$ cat src/rtl/bcd_adder_4d_pkg.sv
// Shared constants and types for the packed-BCD adder.
package bcd_adder_4d_pkg;

    localparam int BCD_DIGIT_W   = 4;
    localparam int BCD_MAX_DIGIT = 9;
    localparam int BCD_CORR      = 6;

    typedef logic [3:0][BCD_DIGIT_W-1:0] bcd_word_t;

endpackage

$ cat src/rtl/bcd_digit_add.sv
// Single BCD digit adder: binary sum with +6 decimal correction.
module bcd_digit_add
    import bcd_adder_4d_pkg::*;
(
    input  logic [BCD_DIGIT_W-1:0] a,
    input  logic [BCD_DIGIT_W-1:0] b,
    input  logic                   ci,
    output logic [BCD_DIGIT_W-1:0] digit,
    output logic                   co
);

    logic [BCD_DIGIT_W:0] s;
    logic [BCD_DIGIT_W:0] s_corr;

    always_comb begin
        s      = {1'b0, a} + {1'b0, b} + {{BCD_DIGIT_W{1'b0}}, ci};
        s_corr = s + (BCD_DIGIT_W+1)'(BCD_CORR);
        co     = (s > (BCD_DIGIT_W+1)'(BCD_MAX_DIGIT));
        digit  = co ? s_corr[BCD_DIGIT_W-1:0] : s[BCD_DIGIT_W-1:0];
    end

endmodule

$ cat src/rtl/bcd_adder_4d.sv
// Ripple packed-BCD adder, c = (a + b) mod 10^DIGITS, registered output.
// Define BCD_ADDER_CHECK_EN to add the err output flagging non-BCD operands.
module bcd_adder_4d
    import bcd_adder_4d_pkg::*;
#(
    parameter int DIGITS = 4
) (
    input  logic                          clk,
    input  logic                          rst_n,
    input  logic                          in_valid,
    input  logic [BCD_DIGIT_W*DIGITS-1:0] a,
    input  logic [BCD_DIGIT_W*DIGITS-1:0] b,
    output logic [BCD_DIGIT_W*DIGITS-1:0] c,
    output logic                          cout,
`ifdef BCD_ADDER_CHECK_EN
    output logic                          err,
`endif
    output logic                          out_valid
);

    localparam int W = BCD_DIGIT_W * DIGITS;

    logic [DIGITS:0] carry;
    logic [W-1:0]    sum;

    assign carry[0] = 1'b0;

    for (genvar i = 0; i < DIGITS; i++) begin : g_digit
        bcd_digit_add u_digit (
            .a     (a[i*BCD_DIGIT_W +: BCD_DIGIT_W]),
            .b     (b[i*BCD_DIGIT_W +: BCD_DIGIT_W]),
            .ci    (carry[i]),
            .digit (sum[i*BCD_DIGIT_W +: BCD_DIGIT_W]),
            .co    (carry[i+1])
        );
    end

    always_ff @(posedge clk or negedge rst_n) begin
        if (!rst_n) begin
            c         <= '0;
            cout      <= 1'b0;
            out_valid <= 1'b0;
        end else begin
            out_valid <= in_valid;
            if (in_valid) begin
                c    <= sum;
                cout <= carry[DIGITS];
            end
        end
    end

`ifdef BCD_ADDER_CHECK_EN
    logic bad;

    always_comb begin
        bad = 1'b0;
        for (int i = 0; i < DIGITS; i++) begin
            if (a[i*BCD_DIGIT_W +: BCD_DIGIT_W] > BCD_DIGIT_W'(BCD_MAX_DIGIT) ||
                b[i*BCD_DIGIT_W +: BCD_DIGIT_W] > BCD_DIGIT_W'(BCD_MAX_DIGIT))
                bad = 1'b1;
        end
    end

    always_ff @(posedge clk or negedge rst_n) begin
        if (!rst_n)
            err <= 1'b0;
        else if (in_valid)
            err <= bad;
    end
`endif

endmodule

$ cat config.mk
export PLATFORM = sky130hd
export DESIGN_NAME = bcd_adder_4d
export DESIGN_NICKNAME = d
export VERILOG_FILES = /design/src/rtl/bcd_adder_4d_pkg.sv /design/src/rtl/bcd_digit_add.sv /design/src/rtl/bcd_adder_4d.sv
export SDC_FILE = /design/constraint.sdc
export NUM_CORES = 1
export LEC_CHECK = 0
export ABC_AREA = 0
export BUFFER_PORTS_ARGS = -buffer_cell sky130_fd_sc_hd__buf_2
export CORE_MARGIN = 3
export CORE_UTILIZATION = 47
export CTS_BUF_LIST = sky130_fd_sc_hd__clkbuf_8
export DETAILED_ROUTE_END_ITERATION = 8
export PLACE_DENSITY = 0.78
export SLEW_MARGIN = 25
export SYNTH_ARGS = -nofsm -noshare
export SYNTH_HDL_FRONTEND = slang
export SYNTH_SLANG_ARGS = --single-unit
$ cat constraint.sdc
create_clock -name clk -period 0.85 [get_ports clk]
set_clock_uncertainty 0.05 [all_clocks]
set_input_delay 0.1275 -clock clk [delete_from_list [all_inputs] [get_ports clk]]
set_output_delay 0.1275 -clock clk [all_outputs]
set_load 0.05 [all_outputs]
==> results.yml <==
critical_path:
  cp_max_fo: 4
  crit_required_ps: 940
  critical_path_class: "input pin to flop"
  cp_common_cell: "fa_2"
  critPathArrivalTime_ps: 6790
  slowest_delay_ps: 460
  end_kind: "flop"
  startpoint_type: "input pin"
  slowest_stage: "fa_2"
placement:
  placed_cells: 302
  placed_area_sq_um: 2320
  globalplace.congestion: 0.890
  io_buffers: 52
  post-dp-hpwl_um: 3580
timing:
  slew_violations: 0
  layout_min_cycle_time_ps: 6690
  rsz0062_at_grt: "true"
  hold_viol: 0
  fmax_ghz: 0.149
  setup_ws_ps: -5840
  tightestPinTransition_ps: 476
  holdWs_ps: 155
  setup_viol: 35
  finalCritPeriodShare_pct: 787
  max_slew_margin_pct: 68.3
floorplanning:
  coreArea_sq_um: 3130
  die_y_um: 64.1
  io_pins: 53
  die_area_sq_um: 4100
  rows: 20
  die_x_um: 64.1
  initial_core_util_pct: 50.6
grt:
  grt_antenna_before_repair: 1
  grt_pass1_wl_um: 9050
  grt-ovfl-total: 0
  first_global_vias: 1975
  grtUsageTotal_pct: 27.9
  grt_max_degree: 19
routing:
  drt_iter0_drc: 198
  ant_nets: 0
  drt_first_pass_iters: 4
  drc_errors: 0
  dr_total_vias: 2006
  drt-vias-per-instance: 6.08
  drt-total-wl_um: 7290
  wl_per_cell_um: 22.1
clock_network:
  numCtsBuffers: 3
  clk_pin_slew_ps: 90
  htreeDepth: 1
  cts_tree: "done"
  clkLatencyLatePin_ps: 250
  cts_buffer_depth: 2
  cts.sinks: 18
  cts_root_buf: "clkbuf_8"
logic_synthesis:
  syn_inst: 164
  synth-seq-area-share_pct: 28.4
  ys_ff_latch: 18
  synth_cell_types: 40
  synth-async-reset-ratio_pct: 100
  dominantRegCellSynth: "dfrtp_1"
  synth.area.top_cells: "dfrtp_1, ha_1, fa_1"
  syn_area_sq_um: 1580
  avgSynthCellArea_sq_um: 9.66
  synth_edf_count: 0
  ys_warn_count: 0
  synth_top_area_share_pct: 28.4
  syn-num-nets: 226
  netlist.top_cell.by_area: "dfrtp_1"
final_layout:
  multi_input_area_sq_um: 1320
  regArea_sq_um: 452
  finalNetCount: 348
  area_growth_pct: 82.4
  fillerInstances: 110
  final_area_sq_um: 2890
  drive_above_1_share_pct: 63.9
  final_cells: 330
power:
  leakage_nw: 1.43
  max-vdd-ir-drop_uv: 2370
  intPower_mw: 4.07
  p_per_area_nw_per_um2: 2580
  clkPwrFrac_pct: 10.2
  netSwitchingPower_mw: 3.37
  switching_share_pct: 45.3
  pwr-share-seq_pct: 18.5
  power_frac_comb_pct: 71.3
worst_hold_path:
  hp-class: "input pin to flop"
status:
  failed_checks: "setup timing"
  status: "finished with violations"
flow_run:
  max-cap-violations: 0
==> worst paths after layout <==
check	start	to	slack [ps]	cells past startpoint
worst max-delay path	b[0]	c[13]$_DFFE_PN0P_	-5840	34
worst min-delay path	in_valid	out_valid$_DFF_PN0_	160	2
worst max register to register	c[10]$_DFFE_PN0P_	c[10]$_DFFE_PN0P_	-150	3
worst min register to register	c[8]$_DFFE_PN0P_	c[8]$_DFFE_PN0P_	500	2
max in group asynchronous	rst_n	c[0]$_DFFE_PN0P_	10	2
min in group asynchronous	rst_n	c[1]$_DFFE_PN0P_	360	2
==> area by class of cell <==
class / instances / area share, %
Clock buffer: 4 / 1.91
Timing Repair Buffer: 121 / 32.5
Inverter: 18 / 2.34
Sequential cell: 18 / 15.6
Multi-Input combinational cell: 124 / 45.6
Tap cell: 44 / 1.91
Antenna cell: 1 / 0.0866
==> per-layer routing <==
layer	vias to the layer above	GRT usage, %	wire (um)
li1	828	-	-
met2	157	55.2	3610
met5	-	0	0
met3	54	4.57	589
met4	0	8.36	491
met1	967	29.3	2600
==> cell usage in the layout (no fill, tap or decap), types with 5 or more instances in the layout <==
cell type  count
inv_1         12
ha_1          12
nand3b_1       5
a21oi_1       10
buf_6         27
dfrtp_1       17
buf_2         32
nor2_1         7
buf_4         60
fa_2           7
nand2_1        8
inv_2          6
==> synth_stat cells, types with 2 or more instances <==
| library cell | instances |
|---|---|
| ha_1 | 20 |
| dfrtp_1 | 18 |
| inv_1 | 18 |
| a21oi_1 | 14 |
| nand2_1 | 9 |
| nor2_1 | 8 |
| fa_1 | 7 |
| xnor2_1 | 6 |
| nand3b_1 | 5 |
| o21ai_0 | 5 |
| a21o_1 | 4 |
| clkbuf_1 | 4 |
| mux2_2 | 4 |
| a31o_2 | 3 |
| and3b_1 | 3 |
| o22ai_1 | 3 |
| a21boi_0 | 2 |
| a22o_1 | 2 |
| a31oi_1 | 2 |
| nand2b_1 | 2 |
| nor2b_1 | 2 |
| o311ai_1 | 2 |
| o31a_2 | 2 |
| o31ai_1 | 2 |
| xor2_1 | 2 |
==> flip-flops by register name (all words and copies together), names as in the netlist <==
| signal | count |
|---|---|
| c | 16 |
| out_valid | 1 |
| cout | 1 |
==> what timing repair did <==
item / in CTS / in global routing
pin swaps: 29 / 5
gates resized for setup: 63 / 14
hold buffers: 1 / 0
endpoints found under the hold margin: 18 / 0
buffers inserted: 15 / 8
endpoints found under the setup margin: 34 / 35
==> power groups by stage <==
| stage | sequential, mW | combinational [mW] | clock, mW |
|---|---|---|---|
| finish | 1.38 | 5.31 | 0.756 |
| global route | 1.41 | 5.51 | 0.788 |
| CTS | 1.34 | 4.65 | 0.749 |
| detailed placement | 1.29 | 3.63 | 0 |
| global placement | 1.28 | 3.47 | 0 |
| floorplan | 2.28 | 1.41 | 0 |
==> critical path, delay by kind of cell <==
family	cells	cell delay, ps
adder cells (fa/ha/maj)	12	3410
multiplexers	1	260
buffers and inverters	8	580
AND/OR/NAND/NOR	3	200
AO/OA/AOI/OAI	7	1660
XOR/XNOR	3	530
==> through the flow <==
step | setup WS, ps | power (mW) | utilization, % | TNS (ps)
6_report | -5840 | 7.44 | 92.4 | -59100
3_3_place_gp | -5910 | 4.75 | 74.3 | -56970
3_5_place_dp | -6100 | 4.92 | 74.3 | -58800
5_1_grt | -6090 | 7.71 | 92.4 | -61860
4_1_cts | -5610 | 6.74 | 88.6 | -55770
2_1_floorplan | -5810 | 3.69 | - | -53390
==> cell families after synthesis <==
kind of cell | share of synthesized area, %
AOI/OAI and AO/OA | 21.6
and+or+nand+nor | 12.2
adders and majority gates | 24.6
buffers and inverters | 5.21
DFF | 28.4
xor gates and xnor gates | 4.42
muxes | 3.48
(Power assumes the default switching activity.)
